--- src/rtl/digit_pkg.sv ---
// Shared widths, bounding-box record and helpers for the digit recognizer front end.
package digit_pkg;
   localparam int COORD_W     = 12;
   localparam int RGB_W       = 24;
   localparam int FRAME_CNT_W = 3;
   localparam int RUN_W       = 4;
   localparam logic [COORD_W-1:0] COORD_INIT_MIN = 12'hFFF;

   typedef struct packed {
      logic [COORD_W-1:0] hl;
      logic [COORD_W-1:0] hr;
      logic [COORD_W-1:0] vl;
      logic [COORD_W-1:0] vr;
   } bbox_t;

   // Empty box: min at the top of the range so the first included pixel wins.
   localparam bbox_t BOX_INIT = '{hl: COORD_INIT_MIN, hr: '0, vl: COORD_INIT_MIN, vr: '0};

   function automatic logic [RUN_W-1:0] sat15(input logic [RUN_W-1:0] v);
      return (v == '1) ? v : v + 1'b1;
   endfunction
endpackage

--- src/rtl/digit_bbox_detect_fg_run_filter.sv ---
// Horizontal run-length filter: flags the pixel that completes a MIN_RUN run and every later pixel of it.
module fg_run_filter
   import digit_pkg::*;
#(
   parameter int MIN_RUN = 2
) (
   input  logic               pixelclk,
   input  logic               reset,
   input  logic               fg,
   input  logic [COORD_W-1:0] vcount,
   input  logic               clear,
   output logic               qual_first,
   output logic               qual_cont
);
   localparam logic [RUN_W-1:0] RUN_FIRST = RUN_W'(MIN_RUN - 1);
   localparam logic [RUN_W-1:0] RUN_MIN   = RUN_W'(MIN_RUN);

   logic [RUN_W-1:0]   r_run_cnt;
   logic [COORD_W-1:0] r_last_v;
   logic [RUN_W-1:0]   w_prev;

   // A row change with no blanking in between starts a fresh run.
   always_comb begin
      w_prev = '0;
      if (fg && (vcount == r_last_v))
         w_prev = r_run_cnt;
   end

   assign qual_first = fg & ~clear & (w_prev == RUN_FIRST);
   assign qual_cont  = fg & ~clear & (w_prev >= RUN_MIN);

   always_ff @(posedge pixelclk) begin
      if (reset) begin
         r_run_cnt <= '0;
         r_last_v  <= '0;
      end else begin
         if (clear || !fg)
            r_run_cnt <= '0;
         else
            r_run_cnt <= sat15(w_prev);
         if (fg)
            r_last_v <= vcount;
      end
   end
endmodule

--- src/rtl/digit_bbox_detect.sv ---
// Per-frame foreground bounding box with run-length noise rejection; publishes on each vsync rise.
module digit_bbox_detect
   import digit_pkg::*;
#(
   parameter int MIN_RUN    = 2,
   parameter int MIN_PIXELS = 64,
   parameter int FRAME_DIV  = 4,
   parameter int CNT_W      = 20
) (
   input  logic                   pixelclk,
   input  logic                   reset,
   input  logic [RGB_W-1:0]       i_rgb,
   input  logic                   i_vsync,
   input  logic                   i_de,
   input  logic [COORD_W-1:0]     hcount,
   input  logic [COORD_W-1:0]     vcount,
   output logic [COORD_W-1:0]     hcount_l,
   output logic [COORD_W-1:0]     hcount_r,
   output logic [COORD_W-1:0]     vcount_l,
   output logic [COORD_W-1:0]     vcount_r,
   output logic                   box_valid,
   output logic [FRAME_CNT_W-1:0] frame_cnt
);
   localparam logic [CNT_W:0]         INC_FIRST = (CNT_W+1)'(MIN_RUN);
   localparam logic [CNT_W:0]         INC_ONE   = (CNT_W+1)'(1);
   localparam logic [COORD_W-1:0]     RUN_BACK  = COORD_W'(MIN_RUN - 1);
   localparam logic [FRAME_CNT_W-1:0] FC_LAST   = FRAME_CNT_W'(FRAME_DIV - 1);

   logic                   r_vs_d;
   bbox_t                  r_run;
   bbox_t                  r_pub;
   logic [CNT_W-1:0]       r_pix_cnt;
   logic                   r_box_valid;
   logic [FRAME_CNT_W-1:0] r_frame_cnt;

   logic                   w_fg;
   logic                   w_vs_rise;
   logic                   w_qual_first;
   logic                   w_qual_cont;
   logic                   w_incl;
   logic                   w_pass;
   logic [COORD_W-1:0]     w_lo_h;
   logic [CNT_W:0]         w_sum;
   logic [CNT_W-1:0]       w_pix_next;

   assign w_fg      = i_de & (|i_rgb);
   assign w_vs_rise = i_vsync & ~r_vs_d;

   fg_run_filter #(.MIN_RUN(MIN_RUN)) u_run (
      .pixelclk   (pixelclk),
      .reset      (reset),
      .fg         (w_fg),
      .vcount     (vcount),
      .clear      (w_vs_rise),
      .qual_first (w_qual_first),
      .qual_cont  (w_qual_cont)
   );

   // The first qualifying pixel also accounts for the MIN_RUN-1 pixels before it.
   always_comb begin
      w_incl     = w_qual_first | w_qual_cont;
      w_lo_h     = w_qual_first ? (hcount - RUN_BACK) : hcount;
      w_sum      = {1'b0, r_pix_cnt} + (w_qual_first ? INC_FIRST : INC_ONE);
      w_pix_next = w_sum[CNT_W] ? '1 : w_sum[CNT_W-1:0];
      w_pass     = int'(r_pix_cnt) >= MIN_PIXELS;
   end

   always_ff @(posedge pixelclk) begin
      if (reset) begin
         r_vs_d      <= 1'b0;
         r_run       <= BOX_INIT;
         r_pix_cnt   <= '0;
         r_pub       <= '0;
         r_box_valid <= 1'b0;
         r_frame_cnt <= '0;
      end else begin
         r_vs_d <= i_vsync;
         if (w_vs_rise) begin
            if (w_pass) begin
               r_pub       <= r_run;
               r_box_valid <= 1'b1;
            end else begin
               r_box_valid <= 1'b0;
            end
            r_frame_cnt <= (r_frame_cnt == FC_LAST) ? '0 : r_frame_cnt + 1'b1;
            r_run       <= BOX_INIT;
            r_pix_cnt   <= '0;
         end else if (w_incl) begin
            if (w_lo_h < r_run.hl) r_run.hl <= w_lo_h;
            if (hcount > r_run.hr) r_run.hr <= hcount;
            if (vcount < r_run.vl) r_run.vl <= vcount;
            if (vcount > r_run.vr) r_run.vr <= vcount;
            r_pix_cnt <= w_pix_next;
         end
      end
   end

   assign hcount_l  = r_pub.hl;
   assign hcount_r  = r_pub.hr;
   assign vcount_l  = r_pub.vl;
   assign vcount_r  = r_pub.vr;
   assign box_valid = r_box_valid;
   assign frame_cnt = r_frame_cnt;
endmodule

--- config.mk ---
export PLATFORM = sky130hd
export DESIGN_NAME = digit_bbox_detect
export DESIGN_NICKNAME = d
export VERILOG_FILES = /design/src/rtl/digit_pkg.sv /design/src/rtl/digit_bbox_detect_fg_run_filter.sv /design/src/rtl/digit_bbox_detect.sv
export SDC_FILE = /design/constraint.sdc
export NUM_CORES = 1
export LEC_CHECK = 0
export CAP_MARGIN = 10
export CORE_MARGIN = 10
export CORE_UTILIZATION = 45
export DETAILED_ROUTE_END_ITERATION = 10
export GPL_TIMING_DRIVEN = 0
export PLACE_DENSITY = 0.77
export SETUP_SLACK_MARGIN = 0.4
export SYNTH_ARGS = -nofsm -noshare
export SYNTH_HDL_FRONTEND = slang
export SYNTH_HIERARCHICAL = 1
export SYNTH_SLANG_ARGS = --single-unit
--- constraint.sdc ---
create_clock -name pixelclk -period 7.8 [get_ports pixelclk]
set_clock_uncertainty 0.1 [all_clocks]
set_input_delay 0.78 -clock pixelclk [delete_from_list [all_inputs] [get_ports pixelclk]]
set_output_delay 0.78 -clock pixelclk [all_outputs]
set_load 0.005 [all_outputs]
=== Word-level counts from Yosys, hierarchy flattened ===
Index checks and enable logic that the tools add are counted.

* Bits in registers: 137

* Add/sub/neg operators: 4
* $lt $le $gt $ge: 6
* Eq/ne operators: 4
* Mux-type cells: 7
* Bitwise operators: 8
* Reduce and logical (&&, ||, !) cells: 11

{| class="wikitable"
|+ Operators with widths
! kind !! count
|-
| greater-than comparator 12 bit || 2
|-
| less-than comparator 12 bit || 2
|-
| OR reduction 24 bit || 1
|-
| adder 20 x 2 -> 21 bit || 1
|-
| greater-or-equal comparator 20 x 7 -> 1 bit (second input constant) || 1
|-
| 2-to-1 mux 20 bit || 1
|-
| == test 12 bit || 1
|-
| 2-to-1 mux 12 bit || 1
|-
| subtractor 12 x 1 -> 12 bit (second input constant) || 1
|-
| AND reduction 2 bit || 5
|-
| 2-to-1 mux 4 bit || 2
|-
| bitwise AND 1 bit || 5
|-
| adder 4 x 1 -> 4 bit (second input constant) || 1
|-
| == test 4 x 1 -> 1 bit (second input constant) || 1
|-
| == test 4 bit (second input constant) || 1
|-
| greater-or-equal comparator 4 x 2 -> 1 bit (second input constant) || 1
|-
| OR reduction 2 bit || 2
|-
| adder 3 x 1 -> 3 bit (second input constant) || 1
|-
| == test 3 x 2 -> 1 bit (second input constant) || 1
|-
| 2-to-1 mux 3 bit || 1
|-
| 2-to-1 mux 2 bit || 1
|-
| NOT 1 bit || 2
|-
| logical AND 1 bit || 1
|-
| zero test 1 bit || 1
|-
| other kinds (3) || 3
|}

=== Longest topological paths before layout ===
* Depth in word-level cells: 9
* Mapped depth: 23

=== Modules after synthesis ===
Netlist, hierarchy kept.

{| class="wikitable"
|+ Modules (own cells, without submodules)
! module !! instances !! cells an instance !! area an instance (µm²) !! sequential area each (µm²)
|-
| digit_bbox_detect || 1 || 713 || 6,388.6 || 2,422.3
|-
| fg_run_filter || 1 || 93 || 869.6 || 320.3
|}

=== Worst setup path after synthesis ===
Ideal clock, no wire load.

* Path type: input port to flip-flop
* Start point: in i_rgb[19]
* End point: reg r_run[38] (netlist bit)
* Arrival: 4,650 ps
* Data required time: 7,626 ps
* Path slack: 2,976 ps
* Cell stages on the path: 23
* Buffers on the path: 4
* Path through: nor4_1 nand4_1 o21a_1 buf_2 o21ai_2 nor4_4 and3_2 inv_1 ha_1 nand2_1 a21oi_1 buf_4 or4b_1 buf_2 nor4_4 xor2_1 ha_1 a21o_1 a21oi_1 o221a_2 clkbuf_1 a21oi_1 o21ai_0

* Word-level cells in the longest chain between the ends: 9

{| class="wikitable"
|+ Ends and longest elaborated chain
! element !! RTL line !! RTL
|-
| from (decl) || digit_bbox_detect.sv:12 || <nowiki>input logic [RGB_W-1:0] i_rgb,</nowiki>
|-
| OR reduction 24 bit (*) || digit_bbox_detect.sv:46 || <nowiki>assign w_fg = i_de & (|i_rgb);</nowiki>
|-
| bitwise AND 1 bit (*) || digit_bbox_detect.sv:46 ||
|-
| via w_fg || digit_bbox_detect.sv:36 || <nowiki>logic w_fg;</nowiki>
|-
| logical AND 1 bit || digit_bbox_detect_fg_run_filter.sv:25 || <nowiki>if (fg && (vcount == r_last_v))</nowiki>
|-
| 2-to-1 mux 4 bit || digit_bbox_detect_fg_run_filter.sv:25 ||
|-
| == test 4 x 1 -> 1 bit || digit_bbox_detect_fg_run_filter.sv:29 || <nowiki>assign qual_first = fg & ~clear & (w_prev == RUN_FIRST);</nowiki>
|-
| bitwise AND 1 bit (*) || digit_bbox_detect_fg_run_filter.sv:29 ||
|-
| via w_qual_first || digit_bbox_detect.sv:38 || <nowiki>logic w_qual_first;</nowiki>
|-
| 2-to-1 mux 12 bit (*) || digit_bbox_detect.sv:62 || <nowiki>w_lo_h = w_qual_first ? (hcount - RUN_BACK) : hcount;</nowiki>
|-
| via w_lo_h[9] || digit_bbox_detect.sv:42 || <nowiki>logic [COORD_W-1:0] w_lo_h;</nowiki>
|-
| less-than comparator 12 bit (*) || digit_bbox_detect.sv:89 || <nowiki>if (w_lo_h < r_run.hl) r_run.hl <= w_lo_h;</nowiki>
|-
| AND reduction 2 bit (no line) (*) || n/a ||
|-
| to (decl) || digit_bbox_detect.sv:30 || <nowiki>bbox_t r_run;</nowiki>
|}

The timed path passes the listed nets; every way through them passes the cells marked *.
A chain may end at the register's enable or synchronous reset.

=== Worst setup path after layout ===
* Start point: in vcount[10]
* End point: reg r_run[42] (netlist bit)

* Word-level cells in the longest chain between the ends: 8

{| class="wikitable"
|+ Ends and longest elaborated chain
! element !! RTL line !! RTL
|-
| from (decl) || digit_bbox_detect.sv:16 || <nowiki>input logic [COORD_W-1:0] vcount,</nowiki>
|-
| == test 12 bit || digit_bbox_detect_fg_run_filter.sv:25 ||
|-
| logical AND 1 bit || digit_bbox_detect_fg_run_filter.sv:25 ||
|-
| 2-to-1 mux 4 bit || digit_bbox_detect_fg_run_filter.sv:25 ||
|-
| == test 4 x 1 -> 1 bit || digit_bbox_detect_fg_run_filter.sv:29 ||
|-
| bitwise AND 1 bit || digit_bbox_detect_fg_run_filter.sv:29 ||
|-
| via w_qual_first || digit_bbox_detect.sv:38 ||
|-
| 2-to-1 mux 12 bit || digit_bbox_detect.sv:62 ||
|-
| via w_lo_h[9] || digit_bbox_detect.sv:42 ||
|-
| less-than comparator 12 bit || digit_bbox_detect.sv:89 ||
|-
| AND reduction 2 bit (no line) || n/a ||
|}

The timed path passes the listed nets, and every way through them passes these cells.

==> impl_metrics.csv <==
group,metric,value,unit
floorplan,coreArea,15800,µm²
clocking,clk_pin_slew,0.06,ns
pwr,p_int,1.33,mW
worst_hold_path,hp-start,"frame_cnt[2]",
logic_synthesis,yosys_warnings,6,
setup_path,setup.worst_path.end_class,"flop",
clocking,post_cts_buffers,0,
global_route,grt_pass1_wl,32600,µm
worst_hold_path,min_path_type,"reg2reg",
setup_path,crit_type,"in2reg",
final_layout,syn2layout_area_growth,26.8,%
sta,setup_viol,0,
placed_design,gp_congestion,0.909,
sta,final_max_slew_viol_count,0,
final_layout,seqCellArea,2740,µm²
pwr,irDropWorstVdd,0.151,mV
pwr,power_density,186,nW/µm²
pwr,p_seq_share,41.4,%
global_route,grt_pass1_vias,6566,
drt,wl,19600,µm
clocking,clock_sinks,137,
logic_synthesis,synth_area_per_cell,9.01,µm²
sta,slew_headroom,40.7,%
drt,drtPass1Iterations,5,
sta,finalSetupTns,0,ns
pwr,p_comb_share,7.2,%
logic_synthesis,seq_area_frac_synth,37.8,%
placed_design,dp_hpwl,14500,µm
setup_path,r2r-end,"r_run[42]",
drt,viasPerCell,5.68,
floorplan,io_pins,104,
drt,num_vias,6569,
worst_hold_path,min_to,"frame_cnt[2]",
logic_synthesis,netlist_area,7260,µm²
sta,period_minus_slack,5.66,ns
clocking,cts_tree,"built",
clocking,ctsHoldBuffers,0,
final_layout,final_core_util,58.1,%
floorplan,die_y,147,µm
global_route,antenna_found_initial,0,
final_layout,multi_input_area,4060,µm²
setup_path,cp_slowest_cell,"clkdlybuf4s50_1",
setup_path,path_buf_inv,4,
floorplan,rows,46,
global_route,grt_max_degree,17,
floorplan,die_area,21600,µm²
setup_path,required,8.03,ns
setup_path,cp_cell_sequence,"clkdlybuf4s50_1, xnor2_1, nand3_1, nor4_4, and3_2, ha_1, nand2_1, a21oi_1, buf_4, or4b_1, buf_2, nor4_4, xor2_1, ha_1, a21o_1, a21oi_1, o221a_2, clkbuf_1, a21oi_1, o21ai_0",
setup_path,worstPathArrival,5.89,ns
setup_path,cp_max_fo,10,
setup_path,cp-start-kind,"input port",
drt,wl_per_cell,16.9,µm
drt,drc,0,
outcome,outcome,"completed",
global_route,grt.overflow.total,0,
clocking,cts_buffer_depth,2,
sta,rsz0062_at_grt,"no",
setup_path,critPathTopFamily,"simple AND/OR/NAND/NOR gates",
drt,ant_nets,0,
logic_synthesis,synth_cells,806,
drt,drtIter0Drc,560,
floorplan,initial_utilization,45.9,%
job,max-cap-violations,0,
pwr,power.switching,0.381,mW
clocking,clkLatencyLatePin,0.42,ns
pwr,leakage,3.87,nW
logic_synthesis,async_reset_ff_share,0,%
final_layout,final_net_count,1034,
placed_design,port_buffers,103,
setup_path,crit_top_cell,"a21oi_1",
final_layout,nFillCells,1394,
floorplan,die_w,147,µm
pwr,power_frac_clock,51.4,%
logic_synthesis,synth_ff_type,"dfxtp_1",
setup_path,reg2regPathDepth,19,
logic_synthesis,synth_nets,912,
logic_synthesis,synth_cell_types,60,
sta,fin_crit_sh,72.5,%
setup_path,reg2reg_from,"u_run/r_last_v[10]",
sta,maxClockFrequency,177,MHz
worst_hold_path,hold_depth,2,
clocking,cts_made_buffers,17,
sta,worst_slew_pin_slew,0.867,ns
clocking,cts_root_buf,"clkbuf_16",
pwr,switching_share,22.3,%
logic_synthesis,synth_edf_count,0,
sta,finalHoldViolations,0,
final_layout,diodes,0,
clocking,cts_resized,0,
setup_path,critical-path-max-stage-delay,0.70,ns
setup_path,r2r_slack,2.91,ns
logic_synthesis,ys_ff_latch,137,
final_layout,drive_gt1_share,6.38,%
clocking,cts-htree-levels,4,
global_route,grt_usage,18.2,%
## worst register-to-register path, delay by kind of cell, from the launching register on
kind | cells | cell delay, ns
buffers and inverters | 3 | 0.78
and+or+nand+nor | 6 | 1.62
DFF | 1 | 0.32
AOI/OAI and AO/OA | 6 | 1.14
adders and majority gates | 2 | 0.43
xor gates and xnor gates | 2 | 0.41
## cells in the final DEF, fill, tap and decap left out, types with 9 or more instances in the layout
cell type / synthesis / routed
o2111ai_1: 24 / 24
xor2_1: 16 / 16
xnor2_1: 18 / 18
o211ai_1: 28 / 28
nor2b_1: 9 / 9
nand3_1: 10 / 10
clkbuf_16: 0 / 17
inv_1: 63 / 63
ha_1: 53 / 53
clkbuf_1: 37 / 38
nor3_1: 25 / 25
dfxtp_1: 137 / 137
o311ai_0: 22 / 22
mux2i_1: 63 / 63
nand2_1: 30 / 30
nand4_1: 33 / 33
buf_2: 12 / 12
clkdlybuf4s50_1: 0 / 103
nor2_1: 77 / 77
o21ai_0: 12 / 12
nor4_1: 11 / 11
a21oi_1: 45 / 45
## kinds of logic after synthesis
group,count (synthesis),synth area share (%)
fa+ha+maj,54,9.41
mux,63,8.69
compound gates,173,16.9
buf+inv,115,6.26
flops,137,37.8
xor+xnor,34,4.10
simple gates,230,16.8
## how the worst max path moves through the flow
stage	start	end	slack, ns	cells past startpoint
2_1_floorplan	i_rgb[19]	r_run[38]	2.98	23
3_3_place_gp	vcount[10]	r_run[38]	1.97	20
3_5_place_dp	vcount[10]	r_run[42]	1.82	20
4_1_cts	vcount[10]	r_run[42]	2.19	20
5_1_grt	vcount[10]	r_run[42]	1.83	20
6_report	vcount[10]	r_run[42]	2.14	20
## synthesized netlist by cell type, types with 3 or more instances
| cell | count | area, µm² |
|---|---|---|
| o21a_1 | 4 | 30.0 |
| o21ai_0 | 12 | 60.1 |
| nand2_1 | 30 | 113 |
| buf_2 | 12 | 60.1 |
| xor2_1 | 16 | 140 |
| nor3_1 | 25 | 125 |
| a21oi_1 | 45 | 225 |
| nor2_1 | 77 | 289 |
| nor4_1 | 11 | 68.8 |
| dfxtp_1 | 137 | 2740 |
| o211ai_1 | 28 | 210 |
| and4_1 | 4 | 35.0 |
| o311ai_0 | 22 | 193 |
| o2111ai_1 | 24 | 210 |
| nand4_1 | 33 | 206 |
| o21ai_1 | 5 | 25.0 |
| ha_1 | 53 | 663 |
| a31oi_1 | 8 | 50.1 |
| inv_1 | 63 | 236 |
| nor4_4 | 3 | 63.8 |
| and3_1 | 6 | 37.5 |
| or2_2 | 3 | 18.8 |
| mux2i_1 | 63 | 631 |
| a21o_1 | 3 | 22.5 |
| nor2b_1 | 9 | 56.3 |
| or3_1 | 5 | 31.3 |
| xnor2_1 | 18 | 158 |
| nand3_1 | 10 | 50.1 |
| clkbuf_1 | 37 | 139 |
## registers in the layout (all words and copies together) (netlist names)
signal and count:
box_valid 1, frame_cnt 3, hcount_l 12, hcount_r 12, r_pix_cnt 20, r_run 48
r_vs_d 1, u_run/r_last_v 12, u_run/r_run_cnt 4, vcount_l 12, vcount_r 12
## through the flow
| stage | setup slack [ns] | instances | area (µm²) | hold slack [ns] | total power, mW |
|---|---|---|---|---|---|
| 6_report | 2.14 | 1156 | 9200 | 0.356 | 1.71 |
| 3_5_place_dp | 1.82 | 1125 | 8560 | 0.351 | 0.845 |
| 5_1_grt | 1.83 | 1156 | 9200 | 0.417 | 1.77 |
| 2_1_floorplan | 2.98 | 806 | 7260 | 0.345 | 0.784 |
| 4_1_cts | 2.19 | 1156 | 9200 | 0.362 | 1.72 |
| 3_3_place_gp | 1.97 | 1125 | 8560 | 0.347 | 0.842 |
## final cells by class
class,count,share of cell area (%)
inverters,63,2.57
plain buffers,52,2.37
flip-flops and latches,137,29.8
repair buffers,103,11.2
well taps,216,2.94
clock buffers,19,4.81
multi-input cells,554,44.1
clock inverters,12,2.16
## power by group through the flow
stage	Combinational (mW)	Clock (mW)	Sequential [mW]
final	0.123	0.878	0.708
after CTS	0.122	0.891	0.708
after detailed placement	0.121	0	0.724
after global placement	0.119	0	0.723
after global routing	0.135	0.922	0.709
after floorplan	0.0614	0	0.723
## per-layer routing
layer  vias to the layer above  share of wire, %  global-route usage (%)
met1                      3108                43                    22.1
li1                       3216                 -                       -
met3                        36               7.5                    5.59
met4                         0               1.9                    6.59
met5                         -                 0                       0
met2                       209                47                    29.9
Power figures use the tool's default switching activity.
